==> src/rtl/iram_loadable_mem_if.sv <==
`default_nettype none
// ============================================================================
// iram_loadable_mem_if : fetch port and byte-stream load bus for iram_loadable_mem
// IRAM_PARITY_EN adds PERR/PINJ.                                       Rev 1.0
// ============================================================================
interface iram_loadable_mem_if #(
  parameter int DATA_W = 16,
  parameter int ADDR_W = 8
);
  logic [ADDR_W-1:0] ADDR;
  logic [DATA_W-1:0] Q;
  logic              BUSY;
  logic              LD_START;
  logic              LD_VALID;
  logic [7:0]        LD_DATA;
  logic              LD_LAST;
  logic              LD_READY;
  logic              LD_DONE;
  logic              LD_ERR;
  logic [ADDR_W:0]   LD_WORDS;
`ifdef IRAM_PARITY_EN
  logic              PERR;
  logic              PINJ;

  modport master (
    output ADDR, LD_START, LD_VALID, LD_DATA, LD_LAST, PINJ,
    input  Q, BUSY, LD_READY, LD_DONE, LD_ERR, LD_WORDS, PERR
  );
  modport slave (
    input  ADDR, LD_START, LD_VALID, LD_DATA, LD_LAST, PINJ,
    output Q, BUSY, LD_READY, LD_DONE, LD_ERR, LD_WORDS, PERR
  );
`else
  modport master (
    output ADDR, LD_START, LD_VALID, LD_DATA, LD_LAST,
    input  Q, BUSY, LD_READY, LD_DONE, LD_ERR, LD_WORDS
  );
  modport slave (
    input  ADDR, LD_START, LD_VALID, LD_DATA, LD_LAST,
    output Q, BUSY, LD_READY, LD_DONE, LD_ERR, LD_WORDS
  );
`endif
endinterface
`default_nettype wire

==> src/rtl/iram_loadable_mem.sv <==
`default_nettype none
// ============================================================================
// iram_loadable_mem : run-time loadable instruction RAM, cleared after reset,
// optional per-word even parity via IRAM_PARITY_EN.                    Rev 1.0
// ============================================================================
module iram_loadable_mem #(
  parameter int DATA_W = 16,
  parameter int ADDR_W = 8,
  parameter int DEPTH  = 128
) (
  input  wire logic          CLK,
  input  wire logic          RESET,
  iram_loadable_mem_if.slave bus
);
  localparam int BPW    = DATA_W / 8;
  localparam int OFF_W  = $clog2(BPW);
  localparam int BC_W   = (BPW > 1) ? $clog2(BPW) : 1;
  localparam int MEM_AW = (DEPTH > 1) ? $clog2(DEPTH) : 1;
  localparam int PTR_W  = ADDR_W + 1;

  localparam logic [PTR_W-1:0] C_DEPTH     = PTR_W'(DEPTH);
  localparam logic [PTR_W-1:0] C_DEPTH_M1  = PTR_W'(DEPTH - 1);
  localparam logic [PTR_W-1:0] C_PTR_ONE   = PTR_W'(1);
  localparam logic [BC_W-1:0]  C_LAST_BYTE = BC_W'(BPW - 1);
  localparam logic [BC_W-1:0]  C_BC_ONE    = BC_W'(1);

  typedef enum logic [1:0] {
    ST_CLEAR = 2'd0,
    ST_IDLE  = 2'd1,
    ST_LOAD  = 2'd2,
    ST_FLUSH = 2'd3
  } state_t;

  state_t            state_q, state_d;
  // One pointer walks the array for both the clear sweep and the load
  logic [PTR_W-1:0]  ptr_q, ptr_d;
  logic [BC_W-1:0]   cnt_q, cnt_d;
  logic [DATA_W-1:0] asm_q, asm_d;
  logic              done_q, done_d;
  logic              err_q, err_d;
  logic [PTR_W-1:0]  words_q, words_d;

  logic [DATA_W-1:0] mem [DEPTH];

  logic              w_we;
  logic [MEM_AW-1:0] w_waddr;
  logic [DATA_W-1:0] w_wdata;
  logic [DATA_W-1:0] w_shifted;
  logic              w_room;
  logic [PTR_W-1:0]  w_ptr_inc;
  logic              w_busy;
  logic [ADDR_W-1:0] w_idx;
  logic              w_in_range;
  logic [MEM_AW-1:0] w_ridx;

  assign w_shifted = (asm_q << 8) | DATA_W'(bus.LD_DATA);
  assign w_room    = (ptr_q < C_DEPTH);
  assign w_ptr_inc = ptr_q + C_PTR_ONE;
  assign w_waddr   = MEM_AW'(ptr_q);

  always_comb begin
    state_d = state_q;
    ptr_d   = ptr_q;
    cnt_d   = cnt_q;
    asm_d   = asm_q;
    done_d  = done_q;
    err_d   = err_q;
    words_d = words_q;
    w_we    = 1'b0;
    w_wdata = '0;

    case (state_q)
      ST_CLEAR: begin
        w_we  = 1'b1;
        ptr_d = w_ptr_inc;
        if (ptr_q == C_DEPTH_M1) begin
          state_d = ST_IDLE;
        end
      end

      ST_IDLE: begin
        if (bus.LD_START) begin
          state_d = ST_LOAD;
          ptr_d   = '0;
          cnt_d   = '0;
          asm_d   = '0;
          done_d  = 1'b0;
          err_d   = 1'b0;
          words_d = '0;
        end
      end

      ST_LOAD: begin
        if (bus.LD_VALID) begin
          if (cnt_q == C_LAST_BYTE) begin
            cnt_d = '0;
            asm_d = '0;
            // Once full, words are dropped but bytes keep draining to LD_LAST
            if (w_room) begin
              w_we    = 1'b1;
              w_wdata = w_shifted;
              ptr_d   = w_ptr_inc;
            end else begin
              err_d = 1'b1;
            end
            if (bus.LD_LAST) begin
              state_d = ST_IDLE;
              done_d  = 1'b1;
              words_d = w_room ? w_ptr_inc : ptr_q;
            end
          end else begin
            asm_d = w_shifted;
            cnt_d = cnt_q + C_BC_ONE;
            if (bus.LD_LAST) begin
              state_d = ST_FLUSH;
            end
          end
        end
      end

      ST_FLUSH: begin
        state_d = ST_IDLE;
        cnt_d   = '0;
        asm_d   = '0;
        done_d  = 1'b1;
        if (w_room) begin
          w_we    = 1'b1;
          w_wdata = asm_q << (8 * (BPW - int'(cnt_q)));
          ptr_d   = w_ptr_inc;
          words_d = w_ptr_inc;
        end else begin
          err_d   = 1'b1;
          words_d = ptr_q;
        end
      end

      default: begin
        state_d = ST_CLEAR;
        ptr_d   = '0;
      end
    endcase
  end

  always_ff @(posedge CLK) begin
    if (RESET) begin
      state_q <= ST_CLEAR;
      ptr_q   <= '0;
      cnt_q   <= '0;
      asm_q   <= '0;
      done_q  <= 1'b0;
      err_q   <= 1'b0;
      words_q <= '0;
    end else begin
      state_q <= state_d;
      ptr_q   <= ptr_d;
      cnt_q   <= cnt_d;
      asm_q   <= asm_d;
      done_q  <= done_d;
      err_q   <= err_d;
      words_q <= words_d;
    end
  end

  always_ff @(posedge CLK) begin
    if (w_we && !RESET) begin
      mem[w_waddr] <= w_wdata;
    end
  end

  assign w_busy     = (state_q != ST_IDLE);
  assign w_idx      = bus.ADDR >> OFF_W;
  assign w_in_range = ({1'b0, w_idx} < C_DEPTH);
  assign w_ridx     = MEM_AW'(w_idx);

  assign bus.Q        = (!w_busy && w_in_range) ? mem[w_ridx] : '0;
  assign bus.BUSY     = w_busy;
  assign bus.LD_READY = (state_q == ST_LOAD);
  assign bus.LD_DONE  = done_q;
  assign bus.LD_ERR   = err_q;
  assign bus.LD_WORDS = words_q;

`ifdef IRAM_PARITY_EN
  logic mem_par [DEPTH];
  logic w_wpar;

  // Clear sweep stores parity 0, matching the all-zero data it writes
  assign w_wpar = (state_q == ST_CLEAR) ? 1'b0 : ((^w_wdata) ^ bus.PINJ);

  always_ff @(posedge CLK) begin
    if (w_we && !RESET) begin
      mem_par[w_waddr] <= w_wpar;
    end
  end

  assign bus.PERR = !w_busy && w_in_range && (mem_par[w_ridx] != (^mem[w_ridx]));
`endif

endmodule
`default_nettype wire

==> src/flat_wrapper.sv <==
// flat-port wrapper written by rule: the top's interface ports become plain ports
module iram_loadable_mem_flat 
#(
  parameter int DATA_W = 16,
  parameter int ADDR_W = 8,
  parameter int DEPTH  = 128
)
  (CLK, RESET, bus_ADDR, bus_LD_START, bus_LD_VALID, bus_LD_DATA, bus_LD_LAST, bus_Q, bus_BUSY, bus_LD_READY, bus_LD_DONE, bus_LD_ERR, bus_LD_WORDS);
  iram_loadable_mem_if #(.DATA_W(DATA_W), .ADDR_W(ADDR_W)) bus_i ();
  input  wire logic CLK;
  input  wire logic RESET;
  input wire logic [$bits(bus_i.ADDR)-1:0] bus_ADDR;
  input wire logic [$bits(bus_i.LD_START)-1:0] bus_LD_START;
  input wire logic [$bits(bus_i.LD_VALID)-1:0] bus_LD_VALID;
  input wire logic [$bits(bus_i.LD_DATA)-1:0] bus_LD_DATA;
  input wire logic [$bits(bus_i.LD_LAST)-1:0] bus_LD_LAST;
  output wire logic [$bits(bus_i.Q)-1:0] bus_Q;
  output wire logic [$bits(bus_i.BUSY)-1:0] bus_BUSY;
  output wire logic [$bits(bus_i.LD_READY)-1:0] bus_LD_READY;
  output wire logic [$bits(bus_i.LD_DONE)-1:0] bus_LD_DONE;
  output wire logic [$bits(bus_i.LD_ERR)-1:0] bus_LD_ERR;
  output wire logic [$bits(bus_i.LD_WORDS)-1:0] bus_LD_WORDS;
  assign bus_i.ADDR = bus_ADDR;
  assign bus_i.LD_START = bus_LD_START;
  assign bus_i.LD_VALID = bus_LD_VALID;
  assign bus_i.LD_DATA = bus_LD_DATA;
  assign bus_i.LD_LAST = bus_LD_LAST;
  assign bus_Q = bus_i.Q;
  assign bus_BUSY = bus_i.BUSY;
  assign bus_LD_READY = bus_i.LD_READY;
  assign bus_LD_DONE = bus_i.LD_DONE;
  assign bus_LD_ERR = bus_i.LD_ERR;
  assign bus_LD_WORDS = bus_i.LD_WORDS;
  iram_loadable_mem #(.DATA_W(DATA_W), .ADDR_W(ADDR_W), .DEPTH(DEPTH)) u_core (.CLK(CLK), .RESET(RESET), .bus(bus_i));
endmodule
==> config.mk <==
export PLATFORM = sky130hd
export DESIGN_NAME = iram_loadable_mem_flat
export DESIGN_NICKNAME = d
export VERILOG_FILES = /design/src/rtl/iram_loadable_mem_if.sv /design/src/rtl/iram_loadable_mem.sv /design/src/flat_wrapper.sv
export SDC_FILE = /design/constraint.sdc
export NUM_CORES = 2
export LEC_CHECK = 0
export BUFFER_PORTS_ARGS = -buffer_cell sky130_fd_sc_hd__buf_2
export CAP_MARGIN = 25
export CORE_MARGIN = 2
export CORE_UTILIZATION = 45
export CTS_CLUSTER_DIAMETER = 200
export DETAILED_ROUTE_END_ITERATION = 6
export PLACE_DENSITY_LB_ADDON = 0.08
export RECOVER_POWER = 50
export SYNTH_ARGS = -nofsm -noshare
export SYNTH_HDL_FRONTEND = slang
export SYNTH_SLANG_ARGS = --single-unit
==> constraint.sdc <==
create_clock -name CLK -period 5.6 [get_ports CLK]
set_clock_uncertainty 0.05 [all_clocks]
set_input_delay 0.28 -clock CLK [delete_from_list [all_inputs] [get_ports CLK]]
set_output_delay 0.28 -clock CLK [all_outputs]
set_load 0.03 [all_outputs]
-- Word level (Yosys, flattened, before mapping)
Memories as Yosys holds them, arrays and structs flattened.
Cells that the tools add are included.
- word-level logic and storage cells: 80
- output and inout bits: 29
- memories kept: 1
- register bits after elaboration: 39
- RAM bits: 2048
- input port bits: 21
- memory list (name ; words ; bits a word ; read ports ; clocked after Yosys merged registers in ; write ports ; line ; RTL):
    u_core.mem ; 128 ; 16 ; 1 ; 0 ; 1 ; iram_loadable_mem.sv:43 ; logic [DATA_W-1:0] mem [DEPTH];
- add/sub/neg operators: 3
- multiplexer cells: 44
- shift operators: 1
- equal/unequal tests: 10
- bitwise operators: 1
- reductions and logical operators: 11
- magnitude comparators: 2
- operators by type and width (operator ; count):
    two-way mux 16 bit ; 8
    two-way mux 9 bit ; 7
    one-hot mux 16 bit (3 select lines) ; 1
    one-hot mux 9 bit (4 select lines) ; 1
    one-hot mux 16 bit (2 select lines) ; 1
    << shifter 16 x 32 -> 16 bit ; 1
    one-hot mux 9 bit (3 select lines) ; 1
    OR 16 x 8 -> 16 bit ; 1
    two-way mux 1 bit ; 14
    two-way mux 2 bit ; 6
    one-hot mux 1 bit (3 select lines) ; 4
    adder 9 x 1 -> 9 bit, second input constant ; 1
    equality test 9 x 7 -> 1 bit, second input constant ; 1
    less-than comparator 9 x 8 -> 1 bit, second input constant ; 1
    less-than comparator 7 x 8 -> 1 bit, second input constant ; 1
    one-hot mux 2 bit (4 select lines) ; 1
    AND reduction 4 bit ; 2
    != test 2 x 1 -> 1 bit, second input constant ; 3
    != test 2 bit, second input constant ; 3
    AND reduction 3 bit ; 2
    AND reduction 5 bit ; 1
    equality test 2 bit, second input constant ; 2
    nonzero test 3 bit ; 1
    subtractor 2 x 1 -> 3 bit, first input constant ; 1
    other kinds (5) ; 7

-- Logic depth before layout (Yosys ltp)
- depth in word-level cells: 8
- mapped depth: 11
- depth with buffers taken out: 8

-- Worst setup path before layout
OpenSTA, ideal clock, no wires.
- path kind: register -> register
- start: reg u_core.state_q[0]
- end: mem u_core.mem[0][0] (data pin)
- slack: 1985 ps
- cell stages (with the launch flop): 6
- data arrival time: 3030 ps
- buffers on the path: 0
- data required time: 5015 ps
- cells stage by stage: dfxtp_1 inv_1 ha_1 inv_1 nor3_4 and2_1
- cells in the longest elaborated chain, start to end: 2
- ends and longest elaborated chain (element ; line ; RTL):
    from (decl) ; iram_loadable_mem.sv:34 ; state_t state_q, state_d;
    from (signal assigned) ; iram_loadable_mem.sv:154 ; state_q <= state_d;
    equality test 2 bit ; - ;
    named net bus_LD_READY ; flat_wrapper.sv:19 ; output wire logic [$bits(bus_i.LD_READY)-1:0] bus_LD_READY;
    one-hot mux 16 bit (2 select lines) ; iram_loadable_mem.sv:72 ; case (state_q)
    named net u_core.w_wdata[0] ; iram_loadable_mem.sv:47 ; logic [DATA_W-1:0] w_wdata;
    to (decl) ; iram_loadable_mem.sv:43 ;
The timed path passes the listed nets, and every way through them passes these cells.

-- Worst setup path in the final report
- start: reg u_core.state_q[0]
- end: mem u_core.mem[44][11] (data pin)
- cells in the longest elaborated chain, start to end: 2
- ends and longest elaborated chain (element ; line):
    equality test 2 bit ; iram_loadable_mem.sv:72
    one-hot mux 16 bit (2 select lines) (*) ; iram_loadable_mem.sv:72
    named net u_core.w_wdata[11] ; iram_loadable_mem.sv:47
Mark *: on every way through the listed nets, which the timed path passes. The rest lies on a longest branch.

==> flow_summary.ini <==
[status]
run_status = finished, violations left
failing_checks = max-capacitance violations, max-slew violations

[pwr]
peakVddDrop_v = 0.000308
sw_frac_of_total = 0.212
power_leakage_nw = 33.5
cellInternalPower_mw = 25.1
netSwitchingPower_mw = 6.73
pwr-share-clk = 0.431
power_density_nw_per_um2 = 345
p_seq_frac = 0.532
p_comb_frac = 0.038

[final_layout]
relative_area_change_from_synthesis_to_final_layout_pct = 13.1
postLayoutCoreUtil = 0.510
fillers = 14700
layout.nets = 4570
final_layout_size_suffix_gt1_frac = 0.173

[floorplan]
floorplan.io_pins = 50
core-area_um2 = 180000
initial_utilization = 0.451
die_h_um = 429
floorplan.die.width_um = 429
row_count = 156
design.die.area_um2 = 184000

[global_routing]
grt_start_max_net_pins = 88
grt_pass1_vias = 41200
antenna_found_initial = 6
grt.overflow.total = 0
gr_util_all_layers = 0.236
wire_length_of_the_first_global_routing_pass_um = 311000

[clocking]
clock_path_buffers = 3
clkLatencyLatePin_ps = 840
clockRootBuffer = sky130_fd_sc_hd__clkbuf_16
clock-sinks = 2079
cts_resized = 0
htree_levels = 4
tritoncts = done
clk_pin_slew_worst_paths_ps = 60
numCtsBuffers = 215

[placed_design]
hpwl_um = 134000
portBuffers = 48
globalplace.congestion = 0.876

[worst_setup_path]
critPathMaxFanout = 62
worst_ep_arrival_time_ps = 5170
worst_ep_required_time_ps = 5960
timing.setup.critical_path_class = flip-flop to flip-flop
critical_path.startpoint_type = flip-flop
critPathCaptureType = flip-flop

[logic_synthesis]
postSynthCellCount = 4263
synth_area_leaders = sky130_fd_sc_hd__edfxtp_1 76%, sky130_fd_sc_hd__mux2i_1 7.1%, sky130_fd_sc_hd__mux4_2 6.6%
postSynthNetCount = 4289
syn-cell-area_um2 = 81400
ys_types = 59
ys_seq_area_frac = 0.763
netlist.top_cell.by_area = sky130_fd_sc_hd__edfxtp_1
synth_warnings = 0
synth_seq_cells = 2079
synth_edf_count = 2048
synth_most_common_cell = sky130_fd_sc_hd__edfxtp_1
postSynth.asyncResetShare = 0
synth-main-ff-cell = sky130_fd_sc_hd__edfxtp_1
netlist_top_cells_count = 2048 x sky130_fd_sc_hd__edfxtp_1, 578 x sky130_fd_sc_hd__mux2i_1, 285 x sky130_fd_sc_hd__a22oi_1
synth_largest_type_area_fraction = 0.755
syn-mean-instance-area_um2 = 19.1

[sta]
final.setup.tns_ps = 0
report.final.hold_viol_count = 0
final_max_slew_viol_count = 754
layout_worst_path_cycle_share = 0.859
setup_viol = 0
worst_pin_slew_ps = 2910
fmax_ghz = 0.208
worst_slew_margin_rel = -0.938
finalCriticalPeriod_ps = 4810
grt_setup_unrepaired = no

[drt]
drt-vias-per-instance = 5.86
routedWlPerCell_um = 30.9
dr.pass1.iters = 5
drc_errors = 0
detailedRoute.firstIterationViolations = 4375
routed_wirelength_um = 219000
final_antenna_net_count = 0
route.vias.total = 41600

[hold_path]
class_of_the_tightest_hold_or_removal_check = flip-flop to flip-flop

[flow_run]
max_cap_violations = 18
-- sequential cells by signal, summed over array words and instances (netlist names) --
| name | count |
|---|---|
| u_core.mem | 2048 |
| u_core.bus.LD_WORDS | 9 |
| u_core.ptr_q | 9 |
| u_core.asm_q | 8 |
| u_core.state_q | 2 |
| u_core.bus.LD_DONE | 1 |
| u_core.bus.LD_ERR | 1 |
| u_core.cnt_q | 1 |
-- worst max-delay path, cell delays in order (launching register included) --
cell                       delay [ps]
sky130_fd_sc_hd__dfxtp_1          340
sky130_fd_sc_hd__inv_1            120
sky130_fd_sc_hd__ha_1             330
sky130_fd_sc_hd__a21oi_1          100
sky130_fd_sc_hd__nor2_1           400
sky130_fd_sc_hd__and2_0          1640
sky130_fd_sc_hd__clkbuf_2        1250
-- cells by family after synthesis --
kind of cell,Yosys count,share of synthesized area
flip-flops,2079,0.763
AO/OA/AOI/OAI,565,0.0492
adder cells (fa/ha/maj),5,0.000768
XOR/XNOR,6,0.000646
multiplexers,820,0.138
buffers and inverters,262,0.0203
AND/OR/NAND/NOR,526,0.0284
-- per-layer routing --
layer  track usage  vias to the layer above  routed length [um]
li1              -                    18000                   -
met1         0.346                    22100               97500
met2         0.368                     1200              103000
met3        0.0344                      290               11800
met4        0.0744                        2                6630
met5             0                        -                  14
-- power by group through the flow --
stage	Sequential (mW)	Combinational [mW]	Clock, mW
after detailed placement	17.2	1.20	0
final	16.9	1.20	13.7
after global placement	17.2	1.20	0
after global routing	16.9	1.25	14.6
after CTS	16.9	1.21	14.0
after floorplan	17.2	0.750	0
-- cells in the final DEF (no fill, tap or decap), types with 7 or more instances in the layout --
cell | netlist | routed
sky130_fd_sc_hd__a211oi_1 | 19 | 19
sky130_fd_sc_hd__a21oi_1 | 96 | 96
sky130_fd_sc_hd__a221oi_1 | 61 | 61
sky130_fd_sc_hd__a22oi_1 | 285 | 285
sky130_fd_sc_hd__a31oi_1 | 15 | 15
sky130_fd_sc_hd__and2_0 | 0 | 12
sky130_fd_sc_hd__and2_1 | 22 | 7
sky130_fd_sc_hd__buf_12 | 1 | 21
sky130_fd_sc_hd__buf_2 | 53 | 32
sky130_fd_sc_hd__buf_4 | 35 | 187
sky130_fd_sc_hd__bufinv_16 | 0 | 14
sky130_fd_sc_hd__clkbuf_1 | 90 | 93
sky130_fd_sc_hd__clkbuf_16 | 0 | 218
sky130_fd_sc_hd__clkbuf_2 | 1 | 13
sky130_fd_sc_hd__clkinv_1 | 2 | 50
sky130_fd_sc_hd__clkinv_2 | 0 | 34
sky130_fd_sc_hd__dfxtp_1 | 31 | 31
sky130_fd_sc_hd__dlygate4sd3_1 | 0 | 20
sky130_fd_sc_hd__edfxtp_1 | 2048 | 2048
sky130_fd_sc_hd__inv_1 | 9 | 9
sky130_fd_sc_hd__inv_6 | 0 | 7
sky130_fd_sc_hd__mux2i_1 | 578 | 578
sky130_fd_sc_hd__mux4_2 | 240 | 240
sky130_fd_sc_hd__nand2_1 | 170 | 172
sky130_fd_sc_hd__nand3_1 | 84 | 83
sky130_fd_sc_hd__nor2_1 | 186 | 172
sky130_fd_sc_hd__nor2_2 | 0 | 12
sky130_fd_sc_hd__nor2b_1 | 11 | 7
sky130_fd_sc_hd__nor3_1 | 21 | 21
sky130_fd_sc_hd__o211ai_1 | 15 | 15
sky130_fd_sc_hd__o21a_1 | 16 | 16
sky130_fd_sc_hd__o21ai_0 | 22 | 22
sky130_fd_sc_hd__o21ai_1 | 10 | 10
sky130_fd_sc_hd__o221ai_1 | 11 | 11
-- metrics by stage --
step	instances	hold slack [ps]	power, mW	area, um^2	worst slack [ps]
2_1_floorplan	4263	377	18.0	81400	1990
3_3_place_gp	6666	391	18.4	85200	1150
3_5_place_dp	6672	395	18.4	85300	1180
4_1_cts	7083	361	32.1	92200	1180
5_1_grt	7089	431	32.8	92100	570
6_report	7092	413	31.8	92100	790
-- layout make-up --
type	count	area, um^2	area share
Multi-Input combinational cell	1922	17700	0.193
Clock buffer	280	5720	0.0621
Clock inverter	111	993	0.0108
Timing Repair Buffer	315	2490	0.0270
Tap cell	2370	2970	0.0322
Antenna cell	4	10.0	0.000109
Sequential cell	2079	62100	0.675
Inverter	11	41.3	0.000448
-- what timing repair did --
action	4_1_cts	5_1_grt
setup buffers	0	0
hold buffers	20	0
endpoints found under the hold margin	199	0
endpoints found under the setup margin	0	0
-- final timing paths --
path	cells after the start	to	start	slack [ps]
setup / recovery	6	u_core.mem[44][11]$_DFFE_PP_	u_core.state_q[0]$_SDFFE_PP0P_	790
setup reg to reg	6	u_core.mem[44][11]$_DFFE_PP_	u_core.state_q[0]$_SDFFE_PP0P_	790
hold / removal	2	u_core.bus.LD_WORDS[5]$_SDFFE_PP0P_	u_core.bus.LD_WORDS[5]$_SDFFE_PP0P_	410
hold reg to reg	2	u_core.bus.LD_WORDS[5]$_SDFFE_PP0P_	u_core.bus.LD_WORDS[5]$_SDFFE_PP0P_	410
(Power assumes the default switching activity.)
